**config.mk**
```make
export PLATFORM = sky130hd
export DESIGN_NAME = load_store_unit
export DESIGN_NICKNAME = d
export VERILOG_FILES = /design/src/rtl/load_store_unit_pkg.sv /design/src/rtl/load_store_unit_load_extend.sv /design/src/rtl/load_store_unit.sv
export SDC_FILE = /design/constraint.sdc
export NUM_CORES = 1
export LEC_CHECK = 0
export BUFFER_PORTS_ARGS = -buffer_cell sky130_fd_sc_hd__buf_2
export CORE_MARGIN = 10
export CORE_UTILIZATION = 51
export CTS_BUF_LIST = sky130_fd_sc_hd__clkbuf_4
export CTS_CLUSTER_DIAMETER = 50
export DETAILED_ROUTE_END_ITERATION = 8
export GPL_TIMING_DRIVEN = 0
export PLACE_DENSITY = 0.91
export SETUP_SLACK_MARGIN = 0.5
export SYNTH_ARGS = -nofsm -noshare
export SYNTH_HDL_FRONTEND = slang
export SYNTH_SLANG_ARGS = --single-unit
```
**constraint.sdc**
```tcl
create_clock -name clk -period 2.5 [get_ports clk]
set_input_delay 0.375 -clock clk [delete_from_list [all_inputs] [get_ports clk]]
set_output_delay 0.375 -clock clk [all_outputs]
set_load 0.02 [all_outputs]
```
**src/rtl/load_store_unit_pkg.sv**
```systemverilog
// Shared definitions for the load/store unit: FSM states, RV32I funct3 codes,
// bus size codes and the request fault decoders.
package load_store_unit_pkg;

  typedef enum logic [1:0] {
    S_IDLE    = 2'd0,
    S_ISSUE   = 2'd1,
    S_CAPTURE = 2'd2,
    S_RESP    = 2'd3
  } lsu_state_e;

  // RV32I load funct3 encodings
  localparam logic [2:0] LSU_F3_LB  = 3'b000;
  localparam logic [2:0] LSU_F3_LH  = 3'b001;
  localparam logic [2:0] LSU_F3_LW  = 3'b010;
  localparam logic [2:0] LSU_F3_LBU = 3'b100;
  localparam logic [2:0] LSU_F3_LHU = 3'b101;

  // RV32I store funct3 encodings
  localparam logic [2:0] LSU_F3_SB  = 3'b000;
  localparam logic [2:0] LSU_F3_SH  = 3'b001;
  localparam logic [2:0] LSU_F3_SW  = 3'b010;

  // The low two funct3 bits of every legal access already equal the size code.
  localparam logic [1:0] SIZE_BYTE = 2'b00;
  localparam logic [1:0] SIZE_HALF = 2'b01;
  localparam logic [1:0] SIZE_WORD = 2'b10;

  function automatic logic is_illegal(input logic we, input logic [2:0] funct3);
    if (we) return funct3[2] || (funct3 == 3'b011);
    else    return (funct3 == 3'b011) || (funct3 == 3'b110) || (funct3 == 3'b111);
  endfunction

  function automatic logic is_misaligned(input logic [2:0] funct3, input logic [1:0] addr_lo);
    case (funct3[1:0])
      SIZE_HALF: return addr_lo[0];
      SIZE_WORD: return addr_lo != 2'b00;
      default:   return 1'b0;
    endcase
  endfunction

endpackage

```
**src/rtl/load_store_unit_load_extend.sv**
```systemverilog
// Combinational load-data extender: sign/zero-extends raw bus data by funct3.
// Shared with the core's forwarding path.
module load_extend
  import load_store_unit_pkg::*;
(
  input  logic [2:0]  funct3,
  input  logic [31:0] raw,
  output logic [31:0] data
);

  always_comb begin
    // NOTE: assigning a default before the case keeps every path driven, so no latch is inferred.
    data = raw;
    case (funct3)
      LSU_F3_LB:  data = {{24{raw[7]}}, raw[7:0]};
      LSU_F3_LBU: data = {24'h0, raw[7:0]};
      LSU_F3_LH:  data = {{16{raw[15]}}, raw[15:0]};
      LSU_F3_LHU: data = {16'h0, raw[15:0]};
      default:    data = raw;
    endcase
  end

endmodule

```
**src/rtl/load_store_unit.sv**
```systemverilog
// Load/store unit between execute and the data bus controller: decodes and
// checks requests, sequences one-shot bus strobes and acks the core.
module load_store_unit
  import load_store_unit_pkg::*;
#(
  parameter int TIMEOUT_CYCLES = 16,
  parameter int TO_W           = 5
) (
  input  logic        clk,
  input  logic        rst,
  input  logic        req,
  input  logic        we,
  input  logic [2:0]  funct3,
  input  logic [31:0] addr,
  input  logic [31:0] wdata,
  output logic        ack,
  output logic [31:0] rdata,
  output logic        misaligned,
  output logic        illegal,
  output logic        timeout,
  output logic        lsu_busy,
  output logic        bus_rd,
  output logic        bus_wd,
  output logic [1:0]  bus_size_in,
  output logic [1:0]  bus_size_out,
  output logic [31:0] bus_addr_in,
  output logic [31:0] bus_addr_out,
  output logic [31:0] bus_wdata,
  input  logic [31:0] bus_rdata,
  input  logic        bus_ready,
  input  logic        bus_busy
);

  lsu_state_e      state;
  logic            req_we;
  logic [2:0]      req_f3;
  logic [TO_W-1:0] to_cnt;
  logic [31:0]     ext_data;
  logic            bus_go;

  load_extend u_load_extend (
    .funct3 (req_f3),
    .raw    (bus_rdata),
    .data   (ext_data)
  );

  assign bus_go   = bus_ready && !bus_busy;
  assign lsu_busy = (state != S_IDLE);

  // Strobes are qualified by the bus handshake in the accepting cycle itself, and
  // derive from the async-reset state so they drop the instant rst is asserted.
  assign bus_wd = (state == S_ISSUE) &&  req_we && bus_go;
  assign bus_rd = ((state == S_ISSUE) && !req_we && bus_go) || (state == S_CAPTURE);

  always_ff @(posedge clk or negedge rst) begin
    if (!rst) begin
      state        <= S_IDLE;
      req_we       <= 1'b0;
      req_f3       <= 3'b000;
      to_cnt       <= '0;
      ack          <= 1'b0;
      misaligned   <= 1'b0;
      illegal      <= 1'b0;
      timeout      <= 1'b0;
      rdata        <= 32'h0;
      bus_size_in  <= 2'b00;
      bus_size_out <= 2'b00;
      bus_addr_in  <= 32'h0;
      bus_addr_out <= 32'h0;
      bus_wdata    <= 32'h0;
    end else begin
      // NOTE: non-blocking assignments here, so every register samples pre-edge values
      // and the pulse defaults below are cleanly overridden on RESP entry.
      ack        <= 1'b0;
      misaligned <= 1'b0;
      illegal    <= 1'b0;
      timeout    <= 1'b0;

      case (state)
        S_IDLE: begin
          if (req) begin
            req_we <= we;
            req_f3 <= funct3;
            if (is_illegal(we, funct3)) begin
              illegal <= 1'b1;
              ack     <= 1'b1;
              state   <= S_RESP;
            end else if (is_misaligned(funct3, addr[1:0])) begin
              misaligned <= 1'b1;
              ack        <= 1'b1;
              state      <= S_RESP;
            end else begin
              to_cnt <= '0;
              state  <= S_ISSUE;
              if (we) begin
                bus_addr_in <= addr;
                bus_size_in <= funct3[1:0];
                bus_wdata   <= wdata;
              end else begin
                bus_addr_out <= addr;
                bus_size_out <= funct3[1:0];
              end
            end
          end
        end

        S_ISSUE: begin
          if (bus_go) begin
            if (req_we) begin
              ack   <= 1'b1;
              state <= S_RESP;
            end else begin
              state <= S_CAPTURE;
            end
          end else if (to_cnt == TO_W'(TIMEOUT_CYCLES)) begin
            timeout <= 1'b1;
            ack     <= 1'b1;
            state   <= S_RESP;
          end else begin
            to_cnt <= to_cnt + TO_W'(1);
          end
        end

        S_CAPTURE: begin
          rdata <= ext_data;
          ack   <= 1'b1;
          state <= S_RESP;
        end

        S_RESP: begin
          // Bus fields are only meaningful for the transaction in flight.
          bus_size_in  <= 2'b00;
          bus_size_out <= 2'b00;
          bus_addr_in  <= 32'h0;
          bus_addr_out <= 32'h0;
          bus_wdata    <= 32'h0;
          state        <= S_IDLE;
        end

        default: state <= S_IDLE;
      endcase
    end
  end

endmodule
```
==> out/results.ini <==
[outcome]
status = complete, no violations

[timing]
worst_pin_slew_ns = 0.6463
rsz0062_at_grt = true
fmax_ghz = 0.4630
setup_viol = 0
setup_tns_ns = 0
slew_viol_final = 0
finalHoldViolCount = 0
fin_crit_sh = 0.8640
min_period_ns = 2.160
slew_headroom = 0.5692
finalClockSkew_ns = 0.02275

[clock_tree]
cts_buffers = 17
cts_htree_levels = 4
root_buffer = clkbuf_4
clock_latency_ns = 0.56
cts_sinks = 147
cts_tree = built
clk_pin_slew_ns = 0.11
cts_buffer_depth = 2

[hold_path]
hp-class = in2reg
min_path_cells = 2

[job]
cap_viol_max_count = 0

[drt]
initialDrtViolationCount = 272
routedWlPerCell_um = 20.33
vias_per_cell = 5.207
drc = 0
first_pass_iters = 4
vias = 5207
drtAntennaViolNets = 0
wirelength_um = 20330

[synth]
syn_nets = 630
yosysTopAreaCell = dfrtp_1
netlist_instances = 515
synth_top_cells_by_area = dfrtp_1 55%, mux2_2 12%, mux2_4 8.1%
yosys_most_used_dff = dfrtp_1
yosysSeqAreaShare = 0.5510
synth_edf_count = 0
syn_avg_cell_area_um2 = 12.96
ys.warnings.count = 0
syn-cell-area_um2 = 6676
async_flop_share = 1.000
synth.distinct_cells = 47
ys_ff_latch = 147
synth_top_cell_area_share = 0.5510

[critical_path]
cp_max_fo = 3
r2r_cells = 11
worstSetupStartpointType = register
worstPathArrival_ns = 1.78
end_kind = output pin
worstSetupPathType = reg2out
cp.required_ns = 2.12

[global_route]
grt_overflow = 0
antenna_found_initial = 3
grt_usage = 0.2101
grt_pass1_vias = 5582
grt_max_degree = 79
grt_pass1_wl_um = 30020

[layout]
final_nets = 931
area_growth_pct = 37.87
final_layout_size_suffix_gt1_frac = 0.5611
layoutNonFillerInstCount = 1000

[power]
ir_drop_mv = 0.9558
power_uw = 13910
p_leak_uw = 0.004525
powerDensity_nw_per_um2 = 1511

[floorplanning]
die_h_um = 134.4
core-area_um2 = 12720
ios = 244
die_width_um = 134.4
dieArea_um2 = 18070
row_count = 41
initial_utilization = 0.5248

[placed_design]
dpl.hpwl_um = 14370
placed_cells = 931
routabilityCongestion = 0.8401
io_buffers = 243

routing by layer:
metal / global-route usage / vias up / part of all wire
met5: 0 / - / 0.00084
li1: - / 2388 / -
met1: 0.2189 / 2550 / 0.38
met3: 0.1161 / 43 / 0.11
met2: 0.3496 / 222 / 0.49
met4: 0.07497 / 4 / 0.023
path summary, 6_finish.rpt:
| check | startpoint | end | slack, ns |
|---|---|---|---|
| worst max-delay path | state[1] | bus_wd | 0.34 |
| min in group asynchronous | rst | bus_addr_in[11] | 0.36 |
| worst min register to register | bus_wdata[19] | bus_wdata[19] | 0.51 |
| worst min-delay path | bus_rdata[5] | rdata[5] | 0.05 |
| max in group asynchronous | rst | bus_wdata[15] | 1.31 |
| worst max register to register | state[1] | bus_addr_out[28] | 0.36 |
logic make-up after synthesis:
family          after synthesis  share of synthesized area
fa+ha+maj                    10                    0.01874
buf+inv                      39                    0.03729
compound gates               58                    0.05491
simple gates                146                     0.1246
flops                       147                     0.5510
mux                         115                     0.2135
cells in the final DEF, fill, tap and decap left out, drive strengths merged, types with 3 or more instances in the layout:
cell,Yosys,routed
clkbuf,19,43
nor2b,65,65
a21oi,23,23
nand3b,3,3
clkinv,0,8
nor2,28,28
o21ai,14,14
ha,10,10
nand3,8,8
mux2i,4,4
inv,9,9
nand2b,3,3
dfrtp,147,147
a31oi,9,9
buf,11,285
mux2,111,111
nand2,24,24
cell type report:
class / count / area, µm²
clock inverter: 12 / 117.6
inverter: 9 / 41.29
fill: 857 / 3517
tap: 172 / 215.2
antenna: 1 / 2.502
buffer: 30 / 299.0
multi-input combinational: 329 / 2959
sequential: 147 / 3681
clock buffer: 18 / 135.1
timing repair buffer: 282 / 1754
registers in the layout, summed over array words and instances, names as in the netlist, 3 cells and up:
register / flops
bus_addr_in: 32
bus_addr_out: 32
bus_wdata: 32
rdata: 32
to_cnt: 5
req_f3: 3
power by group:
| part | switching [µW] | leakage, µW | internal [µW] |
|---|---|---|---|
| clock network | 839 | 0.000134 | 578 |
| registers | 679 | 0.00178 | 3580 |
| logic | 4290 | 0.00262 | 3950 |
| total | 5800 | 0.00452 | 8110 |
metrics by stage:
stage                     cell area (µm²)  setup WS, ns  utilization  hold WS (ns)
after floorplan                      6676        0.5067            -       0.07941
after global placement               8108       -0.9912       0.6373        0.4638
after detailed placement             8142     -0.009468       0.6399        0.4240
after CTS                            8782        0.3102       0.6903      0.005615
after global routing                 9205        0.2506       0.7235       0.02230
final                                9205        0.3401       0.7235       0.05083
Yosys cell counts, types with 2 or more instances:
| cell | number |
|---|---|
| nand2_1 | 24 |
| dfrtp_1 | 147 |
| clkbuf_1 | 19 |
| a31oi_1 | 9 |
| o211ai_1 | 2 |
| buf_4 | 2 |
| o21bai_1 | 2 |
| a21oi_1 | 20 |
| nand2b_1 | 3 |
| nor4_1 | 2 |
| nand3_1 | 8 |
| inv_1 | 8 |
| nand3b_1 | 3 |
| o31ai_1 | 2 |
| mux2_1 | 6 |
| nor2_1 | 28 |
| o21ai_0 | 14 |
| mux2_4 | 36 |
| nor2b_1 | 65 |
| ha_1 | 10 |
| buf_12 | 4 |
| mux2_2 | 69 |
| a21oi_4 | 2 |
| buf_6 | 4 |
| mux2i_1 | 4 |
critical path: stages (launching register included):
cell and delay (ns):
dfrtp_2 0.45, inv_4 0.07, ha_4 0.16, buf_8 0.12
and3b_1 0.17, and2_4 0.16, buf_6 0.12
repair_timing:
action	CTS	global route
gates cloned	1	7
setup buffers	21	7
endpoints found under the hold margin	70	0
resized for setup	48	56
hold buffers	2	0
setup endpoints to repair	122	96
pin swaps	2	7
No activity file was read; power rests on OpenSTA's default activity.
